`config.mk`:
```
export PLATFORM = sky130hd
export DESIGN_NAME = wr_fifo_interface
export DESIGN_NICKNAME = d
export VERILOG_FILES = /design/src/rtl/wr_fifo_interface_pkg.sv /design/src/rtl/wr_byte_mux.sv /design/src/rtl/wr_fifo_interface.sv
export SDC_FILE = /design/constraint.sdc
export NUM_CORES = 1
export LEC_CHECK = 0
export CAP_MARGIN = 0
export CELL_PAD_IN_SITES_DETAIL_PLACEMENT = 1
export CELL_PAD_IN_SITES_GLOBAL_PLACEMENT = 1
export CORE_ASPECT_RATIO = 0.6
export CORE_MARGIN = 10
export CORE_UTILIZATION = 36
export CTS_CLUSTER_SIZE = 10
export DETAILED_ROUTE_END_ITERATION = 8
export GPL_TIMING_DRIVEN = 0
export PLACE_DENSITY = 0.88
export SLEW_MARGIN = 15
export SYNTH_ARGS = -nofsm -noshare
export SYNTH_HDL_FRONTEND = slang
export SYNTH_SLANG_ARGS = --single-unit
```
`constraint.sdc`:
```
create_clock -name i_clk -period 3 [get_ports i_clk]
set_clock_uncertainty 0.1 [all_clocks]
set_input_delay 0.6 -clock i_clk [delete_from_list [all_inputs] [get_ports i_clk]]
set_output_delay 0.6 -clock i_clk [all_outputs]
set_load 0.005 [all_outputs]
```
`src/rtl/wr_fifo_interface_pkg.sv`:
```
// Shared constants for the write-FIFO unpacker: byte width, FSM encodings,
// and the elaboration-time helpers used to size the data field and index.
package wr_fifo_interface_pkg;

    localparam int BYTE_WIDTH = 8;

    localparam logic [1:0] ST_IDLE   = 2'd0;
    localparam logic [1:0] ST_FETCH  = 2'd1;
    localparam logic [1:0] ST_OUTPUT = 2'd2;

    function automatic int ceil_division(input int num, input int den);
        return (num + den - 1) / den;
    endfunction

    // Bits needed to index 'value' entries; never less than one bit.
    function automatic int log2(input int value);
        int bits;
        bits = 1;
        for (int i = 1; i < 31; i++) begin
            if ((1 << i) < value) begin
                bits = i + 1;
            end
        end
        return bits;
    endfunction

endpackage

```
`src/rtl/wr_byte_mux.sv`:
```
// Selects one byte of the buffered data word, index 0 being the most significant byte.
// Latency: purely combinational.
// Backpressure: none; the index is held upstream while the consumer stalls.
module wr_byte_mux
    import wr_fifo_interface_pkg::*;
#(
    parameter int DATA_WIDTH = 128,
    parameter int NUM_BYTES  = 16,
    parameter int IDX_WIDTH  = 4
) (
    input  logic [DATA_WIDTH-1:0]   data,
    input  logic [IDX_WIDTH-1:0]    index,
    output logic [BYTE_WIDTH-1:0]   byte_dat
);

    localparam int PAD_WIDTH = NUM_BYTES * BYTE_WIDTH;

    logic [PAD_WIDTH-1:0] padded;

    // A data field that is not a whole number of bytes is zero-filled at the bottom.
    always_comb begin
        padded = '0;
        padded[PAD_WIDTH-1 -: DATA_WIDTH] = data;
    end

    always_comb begin
        byte_dat = '0;
        for (int i = 0; i < NUM_BYTES; i++) begin
            if (index == i[IDX_WIDTH-1:0]) begin
                byte_dat = padded[(NUM_BYTES-1-i)*BYTE_WIDTH +: BYTE_WIDTH];
            end
        end
    end

endmodule

```
`src/rtl/wr_fifo_interface.sv`:
```
// Pops tagged words from the write FIFO and presents them to the controller byte by byte, MSB first.
// Latency: first byte two cycles after the read pulse; 16 bytes every 17 cycles when streaming.
// Backpressure: i_ctrl_re low holds the current byte; i_ctrl_abort drops the rest of the word.
module wr_fifo_interface
    import wr_fifo_interface_pkg::*;
#(
    parameter int WR_FIFO_DATA_WIDTH = 136,
    parameter int TAG_WIDTH          = 8
) (
    input  logic                            i_clk,
    input  logic                            i_rst_n,
    input  logic [WR_FIFO_DATA_WIDTH-1:0]   i_wr_fifo_data,
    input  logic                            i_wr_fifo_empty,
    output logic                            o_wr_fifo_re,
    output logic [7:0]                      o_ctrl_data,
    output logic [TAG_WIDTH-1:0]            o_ctrl_tag,
    output logic                            o_ctrl_valid,
    output logic                            o_ctrl_last,
    input  logic                            i_ctrl_re,
    input  logic                            i_ctrl_abort
);

    localparam int JUST_DATA_WIDTH = WR_FIFO_DATA_WIDTH - TAG_WIDTH;
    localparam int NUM_OF_BYTES    = ceil_division(JUST_DATA_WIDTH, BYTE_WIDTH);
    localparam int IDX_WIDTH       = log2(NUM_OF_BYTES);
    localparam logic [IDX_WIDTH-1:0] LAST_IDX = IDX_WIDTH'(NUM_OF_BYTES - 1);

    logic [1:0]                 state_q;
    logic [1:0]                 state_d;
    logic [IDX_WIDTH-1:0]       idx_q;
    logic [IDX_WIDTH-1:0]       idx_d;
    logic [JUST_DATA_WIDTH-1:0] data_q;
    logic [TAG_WIDTH-1:0]       tag_q;
    logic                       load_word;
    logic                       fifo_re;
    logic                       is_last;
    logic                       ctrl_vld;
    logic [BYTE_WIDTH-1:0]      mux_dat;

    assign is_last = (idx_q == LAST_IDX);

    always_comb begin
        state_d   = state_q;
        idx_d     = idx_q;
        fifo_re   = 1'b0;
        load_word = 1'b0;
        case (state_q)
            ST_IDLE: begin
                if (!i_wr_fifo_empty) begin
                    fifo_re = 1'b1;
                    state_d = ST_FETCH;
                end
            end
            ST_FETCH: begin
                if (i_ctrl_abort) begin
                    state_d = ST_IDLE;
                end else begin
                    load_word = 1'b1;
                    idx_d     = '0;
                    state_d   = ST_OUTPUT;
                end
            end
            ST_OUTPUT: begin
                // Abort outranks consumption so a dropped word never triggers a new read.
                if (i_ctrl_abort) begin
                    idx_d   = '0;
                    state_d = ST_IDLE;
                end else if (i_ctrl_re) begin
                    if (is_last) begin
                        idx_d = '0;
                        if (!i_wr_fifo_empty) begin
                            fifo_re = 1'b1;
                            state_d = ST_FETCH;
                        end else begin
                            state_d = ST_IDLE;
                        end
                    end else begin
                        idx_d = idx_q + IDX_WIDTH'(1);
                    end
                end
            end
            default: begin
                idx_d   = '0;
                state_d = ST_IDLE;
            end
        endcase
    end

    always_ff @(posedge i_clk) begin
        if (!i_rst_n) begin
            state_q <= ST_IDLE;
            idx_q   <= '0;
            data_q  <= '0;
            tag_q   <= '0;
        end else begin
            state_q <= state_d;
            idx_q   <= idx_d;
            if (load_word) begin
                data_q <= i_wr_fifo_data[JUST_DATA_WIDTH-1:0];
                tag_q  <= i_wr_fifo_data[WR_FIFO_DATA_WIDTH-1 -: TAG_WIDTH];
            end
        end
    end

    wr_byte_mux #(
        .DATA_WIDTH (JUST_DATA_WIDTH),
        .NUM_BYTES  (NUM_OF_BYTES),
        .IDX_WIDTH  (IDX_WIDTH)
    ) u_byte_mux (
        .data       (data_q),
        .index      (idx_q),
        .byte_dat   (mux_dat)
    );

    // Outputs are gated by reset so nothing leaks out, and no FIFO read fires, in the reset cycle.
    assign ctrl_vld     = i_rst_n && (state_q == ST_OUTPUT);
    assign o_wr_fifo_re = i_rst_n && fifo_re;
    assign o_ctrl_valid = ctrl_vld;
    assign o_ctrl_last  = ctrl_vld && is_last;
    assign o_ctrl_data  = ctrl_vld ? mux_dat : 8'h00;
    assign o_ctrl_tag   = ctrl_vld ? tag_q : '0;

endmodule

```
==> flow_metrics.env, run 1 <==
export IMPL_wl_per_cell_microns=22.92
export IMPL_htree_levels=4
export IMPL_dp_cells=1309
export IMPL_final_nets=1250
export IMPL_slew_headroom=0.4634
export IMPL_slowest_delay_ps=410
export IMPL_ys_ff_latch=142
export IMPL_postCtsHoldBufs=0
export IMPL_ioPinCount=160
export IMPL_netSwitchingPower_uw=1223
export IMPL_pwr_share_clk=0.448
export IMPL_initial_core_util=0.3650
export IMPL_drive_gt1_frac=0.1530
export IMPL_cts_tree="done"
export IMPL_status="complete, but fails checks"
export IMPL_gp_congestion=0.9404
export IMPL_max_vdd_ir_drop_v=0.0003674
export IMPL_clockRootBuffer="clkbuf_16"
export IMPL_p_seq_frac=0.420
export IMPL_cp_num_buf_inv=4
export IMPL_finalNonFillerCells=1364
export IMPL_min_from="tag_q[5]"
export IMPL_r2r_start="state_q[0]"
export IMPL_rsz0062_at_grt="true"
export IMPL_timing_hold_ws_ps=361.9
export IMPL_power_density_nw_per_um2=464.2
export IMPL_required_ps=2300
export IMPL_p_sw_frac=0.2572
export IMPL_synth_ff_type="dfxtp_1"
export IMPL_path_clk_slew_ps=60
export IMPL_syn_inst=904
export IMPL_antennaDiodeCount=0
export IMPL_area_growth_pct=48.22
export IMPL_dp_hpwl_microns=22010
export IMPL_grt_pass1_wl_microns=45800
export IMPL_dieArea_sq_um=25320
export IMPL_cts_inserted_buffers=17
export IMPL_r2r_slack_ps=540
export IMPL_ant_nets=0
export IMPL_grt_max_degree=17
export IMPL_remaining_drc_errors=0
export IMPL_crit_family="compound AO/OA/AOI/OAI gates"
export IMPL_finalWirelength_microns=31260
export IMPL_drt_first_pass_iters=6
export IMPL_hold_class="reg2reg"
export IMPL_fin_crit_sh=1.105
export IMPL_async_reset_ff_frac=0
export IMPL_drt_initial_drc_count=706
export IMPL_n_fill_cell=2261
export IMPL_start_kind="flip-flop"
export IMPL_antenna_found_initial=0
export IMPL_tightest_slew_ps=804.8
export IMPL_p_comb_frac=0.131
export IMPL_die_h_microns=127.3
export IMPL_track_usage=0.2358
export IMPL_syn_area_per_cell_sq_um=7.644
export IMPL_dieWidth_microns=198.9
export IMPL_fp_row_count=39
export IMPL_end_kind="primary output"
export IMPL_yosys_warnings=0
export IMPL_timing_fmax_mhz=301.8
export IMPL_vias=7553
export IMPL_slew_violations=0
export IMPL_arrival_ps=2610
export IMPL_yosys_area_top_type="dfxtp_1"
export IMPL_grt_ovfl_total=0
export IMPL_ys_seq_area_frac=0.4114
export IMPL_internal_power_uw=3532
export IMPL_setup_tns_ps=-1624
export IMPL_clk_latency_ps=430
export IMPL_finalCoreUtilization=0.5410
export IMPL_crit_type="reg2out"
export IMPL_synthesis_nets=1049
export IMPL_routed_via_density=5.537
export IMPL_syn_area_sq_um=6910
export IMPL_crit_chain="buf_6, ha_4, buf_8, buf_4, nand2_1, a311oi_2, a21oi_2, o22ai_2, o2bb2ai_1, dlygate4sd2_1"
export IMPL_coreArea_sq_um=18930
export IMPL_clockBufferDepth=2
export IMPL_fin_ws_ps=-313.6
export IMPL_violations="setup timing"
export IMPL_cap_violations=0
export IMPL_setup_viol=9
export IMPL_ys_top_cells_by_area="dfxtp_1, nand2_1, a21boi_0"
export IMPL_finalCriticalPeriod_ps=3314
export IMPL_grt_pass1_vias=7872
export IMPL_hold_violations=0
export IMPL_ys_types=59
export IMPL_port_buffers=159
export IMPL_dp_slack_ps=-877.0
export IMPL_cts_sinks=142
export IMPL_crit_fanout=10
export IMPL_cp_slowest_cell="a311oi_2"
export IMPL_p_leak_uw=0.003484
export IMPL_synth_edf_count=0
export IMPL_crit_path_start="idx_q[0]"
export IMPL_synth_top_area_share=0.4114
[registers in the layout, summed over array words and instances (netlist names)]
register / count
idx_q: 4
state_q: 2
data_q: 128
tag_q: 8
[what timing repair did]
action                                  in CTS  in global routing
pin swaps                                   28                 19
endpoints found under the setup margin      19                 18
gates resized for setup                    150                 51
buffers inserted                            13                  8
gates cloned                                 1                  2
[per-layer routing]
layer | share of wire | track usage
met1 | 0.45 | 0.3161
met2 | 0.42 | 0.3452
met3 | 0.11 | 0.08731
met4 | 0.016 | 0.06833
met5 | 0 | 0
[worst reg2reg max path, stage by stage (launching register included)]
cell and delay [ps]:
dfxtp_1 500, nor2b_1 270, nor2b_1 160, buf_2 390
buf_2 390, buf_2 280, nand2_1 120, a21boi_0 180
[cell usage in the layout, fill, tap and decap left out, types with 10 or more instances in the layout]
cell,count
a21boi_0,114
a21boi_1,22
a21oi_1,29
buf_2,15
buf_4,22
clkbuf_1,30
clkbuf_16,19
clkdlybuf4s50_1,149
dfxtp_1,139
nand2_1,294
nand3b_1,10
nor2_1,26
nor2b_1,13
o21ai_0,21
[through the flow]
| step | power [uW] | instance area, sq um |
|---|---|---|
| final | 4755 | 10240 |
| after floorplan | 2228 | 6910 |
| after global placement | 2520 | 8810 |
| after CTS | 4722 | 10010 |
| after detailed placement | 2538 | 8810 |
| after global routing | 4899 | 10240 |
[path summary, 6_finish.rpt]
check,end,cells past startpoint
worst max-delay path,o_ctrl_data[3],10
worst min-delay path,tag_q[5],2
worst max register to register,data_q[62],7
worst min register to register,tag_q[5],2
[power by group through the flow]
stage	Combinational [uW]	Sequential [uW]	Clock (uW)
after floorplan	219	2010	0
after global placement	493	2030	0
after detailed placement	507	2030	0
after CTS	581	1990	2150
after global routing	662	2000	2240
final	625	2000	2130
[cell type report]
class                           count  area (sq um)  area share
Multi-Input combinational cell    672          4113      0.4015
Sequential cell                   142          2851      0.2784
Timing Repair Buffer              183          1804      0.1762
Buffer                             75         523.0     0.05106
Clock buffer                       20         446.7     0.04361
Tap cell                          246         307.8     0.03005
Clock inverter                     12         137.6     0.01344
Inverter                           14         58.81    0.005742
[cells in the mapped netlist, drive strengths merged (3+ instances only)]
cell type / instances
nand2b: 6
clkbuf: 41
and2: 9
dfxtp: 142
nor3: 6
nor3b: 4
o22ai: 5
a2bb2oi: 4
a21oi: 38
a211oi: 11
nand3: 7
o2bb2ai: 8
nor2: 28
nor2b: 15
nand3b: 10
nand2: 296
a221o: 3
inv: 14
o21ai: 30
a311oi: 3
a221oi: 16
buf: 35
ha: 4
a21boi: 136
[logic make-up after synthesis]
group	after synthesis	synth area share
buf+inv	90	0.05577
fa+ha+maj	4	0.007243
compound gates	272	0.2805
xor+xnor	3	0.003803
mux	1	0.001449
flops	142	0.4114
simple gates	392	0.2399
Note: power is estimated with default switching activity, not from simulation.
==> inputs of run 2 (changes only) <==
clock period = 3.8 ns   (was 3 ns; I/O delays follow)
==> run 2 against run 1 <==
The run now ends clean. First-iteration DRC count is 11% lower. Sequential share of layout area is 1.7 points higher. Critical path depth is 1 lower. Hold slack worse by 3.0 ps. Non-clock buffer count is 23 lower. Global-route usage is 1.1 points lower. Critical path type unchanged. Utilization is 3.2 points lower.
==> flow_metrics.env, run 2 (synthesis gave the netlist of run 1 again) <==
export IMPL_holdPathStages=2
export IMPL_clk_latency_ps=430
export IMPL_track_usage=0.2248
export IMPL_timing_hold_ws_ps=359.0
export IMPL_postCtsHoldBufs=0
export IMPL_end_kind="primary output"
export IMPL_grt_max_degree=17
export IMPL_cts_tree="done"
export IMPL_clockRootBuffer="clkbuf_16"
export IMPL_grt_ovfl_total=0
export IMPL_min_from="data_q[27]"
export IMPL_die_h_microns=127.3
export IMPL_start_kind="flip-flop"
export IMPL_fin_ws_ps=34.95
export IMPL_finalWirelength_microns=29210
export IMPL_arrival_ps=2910
export IMPL_fin_crit_sh=0.9908
export IMPL_cpMostUsedCell="o32ai_1"
export IMPL_clockBufferDepth=2
export IMPL_dr_wl_met3_microns=2909
export IMPL_dp_cells=1309
export IMPL_grt_pass1_vias=7505
export IMPL_met2_length_microns=11870
export IMPL_remaining_drc_errors=0
export IMPL_placed_cell_area_sq_um=8810
export IMPL_m1WireLength_microns=14160
export IMPL_cts_sinks=142
export IMPL_wl_per_cell_microns=21.78
export IMPL_coreArea_sq_um=18930
export IMPL_top_layer="met4"
export IMPL_drt_initial_drc_count=630
export IMPL_n_fill_cell=2315
export IMPL_r2r_slack_ps=1340
export IMPL_hold_path_end="data_q[27]"
export IMPL_ioPinCount=160
export IMPL_gp_congestion=0.9404
export IMPL_area_growth_pct=39.51
export IMPL_finalCoreUtilization=0.5092
export IMPL_dp_hpwl_microns=22010
export IMPL_top_regs="data_q: 128 flops, tag_q: 8 flops, idx_q: 4 flops"
export IMPL_slowest_delay_ps=580
export IMPL_design_area_sq_um=9641
export IMPL_power_density_nw_per_um2=382.3
export IMPL_dp_slack_ps=-397.0
export IMPL_crit_chain="inv_1, ha_1, buf_6, nor2b_1, a221oi_1, o32ai_1, a21oi_1, o32ai_1, clkdlybuf4s50_1"
export IMPL_r2r_start="state_q[0]"
export IMPL_drt_first_pass_iters=5
export IMPL_dieArea_sq_um=25320
export IMPL_routed_via_density=5.409
export IMPL_hold_class="reg2reg"
export IMPL_post_cts_buffers=0
export IMPL_setup_viol=0
export IMPL_rr_worst_depth=7
export IMPL_hold_violations=0
export IMPL_cts_inserted_buffers=17
export IMPL_ant_nets=0
export IMPL_port_buffers=159
export IMPL_largest_reg_flops=128
export IMPL_required_ps=2940
export IMPL_cp_slowest_cell="clkdlybuf4s50_1"
export IMPL_initial_core_util=0.3650
export IMPL_final_nets=1227
export IMPL_antennaDiodeCount=0
export IMPL_r2r_end="data_q[62]"
export IMPL_dieWidth_microns=198.9
export IMPL_p_leak_uw=0.003218
export IMPL_finalNonFillerCells=1341
export IMPL_tightest_slew_ps=807.7
export IMPL_status="finished clean"
export IMPL_rsz0062_at_grt="true"
export IMPL_slew_headroom=0.4615
export IMPL_path_clk_slew_ps=70
export IMPL_crit_fanout=10
export IMPL_slew_violations=0
export IMPL_vias=7253
export IMPL_drive_gt1_frac=0.09132
export IMPL_grt_pass1_wl_microns=43690
export IMPL_regArea_sq_um=2848
export IMPL_timing_fmax_mhz=265.6
export IMPL_fp_row_count=39
export IMPL_htree_levels=4
export IMPL_cap_violations=0
export IMPL_final_cell_mix="nand2_1, clkdlybuf4s50_1, dfxtp_1"
export IMPL_largest_register="data_q"
export IMPL_crit_type="reg2out"
export IMPL_final_common_cell="nand2_1"
export IMPL_finalCriticalPeriod_ps=3765
export IMPL_multi_input_area_sq_um=3851
export IMPL_max_vdd_ir_drop_v=0.0002900
export IMPL_antenna_found_initial=1
run 2: timing repair:
action | in CTS | in global routing
setup endpoints to repair | 18 | 6
gates resized for setup | 51 | 30
pin swaps | 6 | 1
run 2: final cells by class:
type / count / share of cell area
Sequential cell: 142 / 0.2954
Buffer: 76 / 0.04244
Multi-Input combinational cell: 672 / 0.3995
Clock buffer: 20 / 0.04633
Tap cell: 246 / 0.03193
Clock inverter: 12 / 0.01428
Inverter: 14 / 0.005451
Timing Repair Buffer: 159 / 0.1647
run 2: worst max path at each step:
stage	start	end	slack, ps
after global routing	idx_q[0]	o_ctrl_data[4]	-50
after CTS	idx_q[1]	o_ctrl_data[7]	-40
after global placement	i_rst_n	o_ctrl_data[5]	-380
after detailed placement	i_rst_n	o_ctrl_data[5]	-400
final	idx_q[0]	o_ctrl_data[6]	30
after floorplan	idx_q[0]	o_ctrl_data[2]	1020
run 2: routing by layer:
layer,vias up,track usage
met5,-,0
met4,0,0.03975
met3,28,0.07892
met2,303,0.3223
met1,3500,0.3183
li1,3422,-
run 2: worst max-delay path, delay by kind of cell (launching register included):
| kind | cells | cell delay [ps] |
|---|---|---|
| fa+ha+maj | 1 | 180 |
| simple gates | 1 | 400 |
| buf+inv | 3 | 830 |
| flops | 1 | 360 |
| compound gates | 4 | 700 |
run 2: through the flow:
stage	setup TNS (ps)	power, uW
detailed placement	-1854	2004
global route	-192.0	3807
global placement	-1562	1990
finish	0	3686
floorplan	0	1759
CTS	-37.18	3682
run 2: power breakdown:
| part | internal (uW) | switching [uW] |
|---|---|---|
| Clock | 987 | 698 |
| Sequential | 1540 | 39.5 |
| Combinational | 225 | 201 |
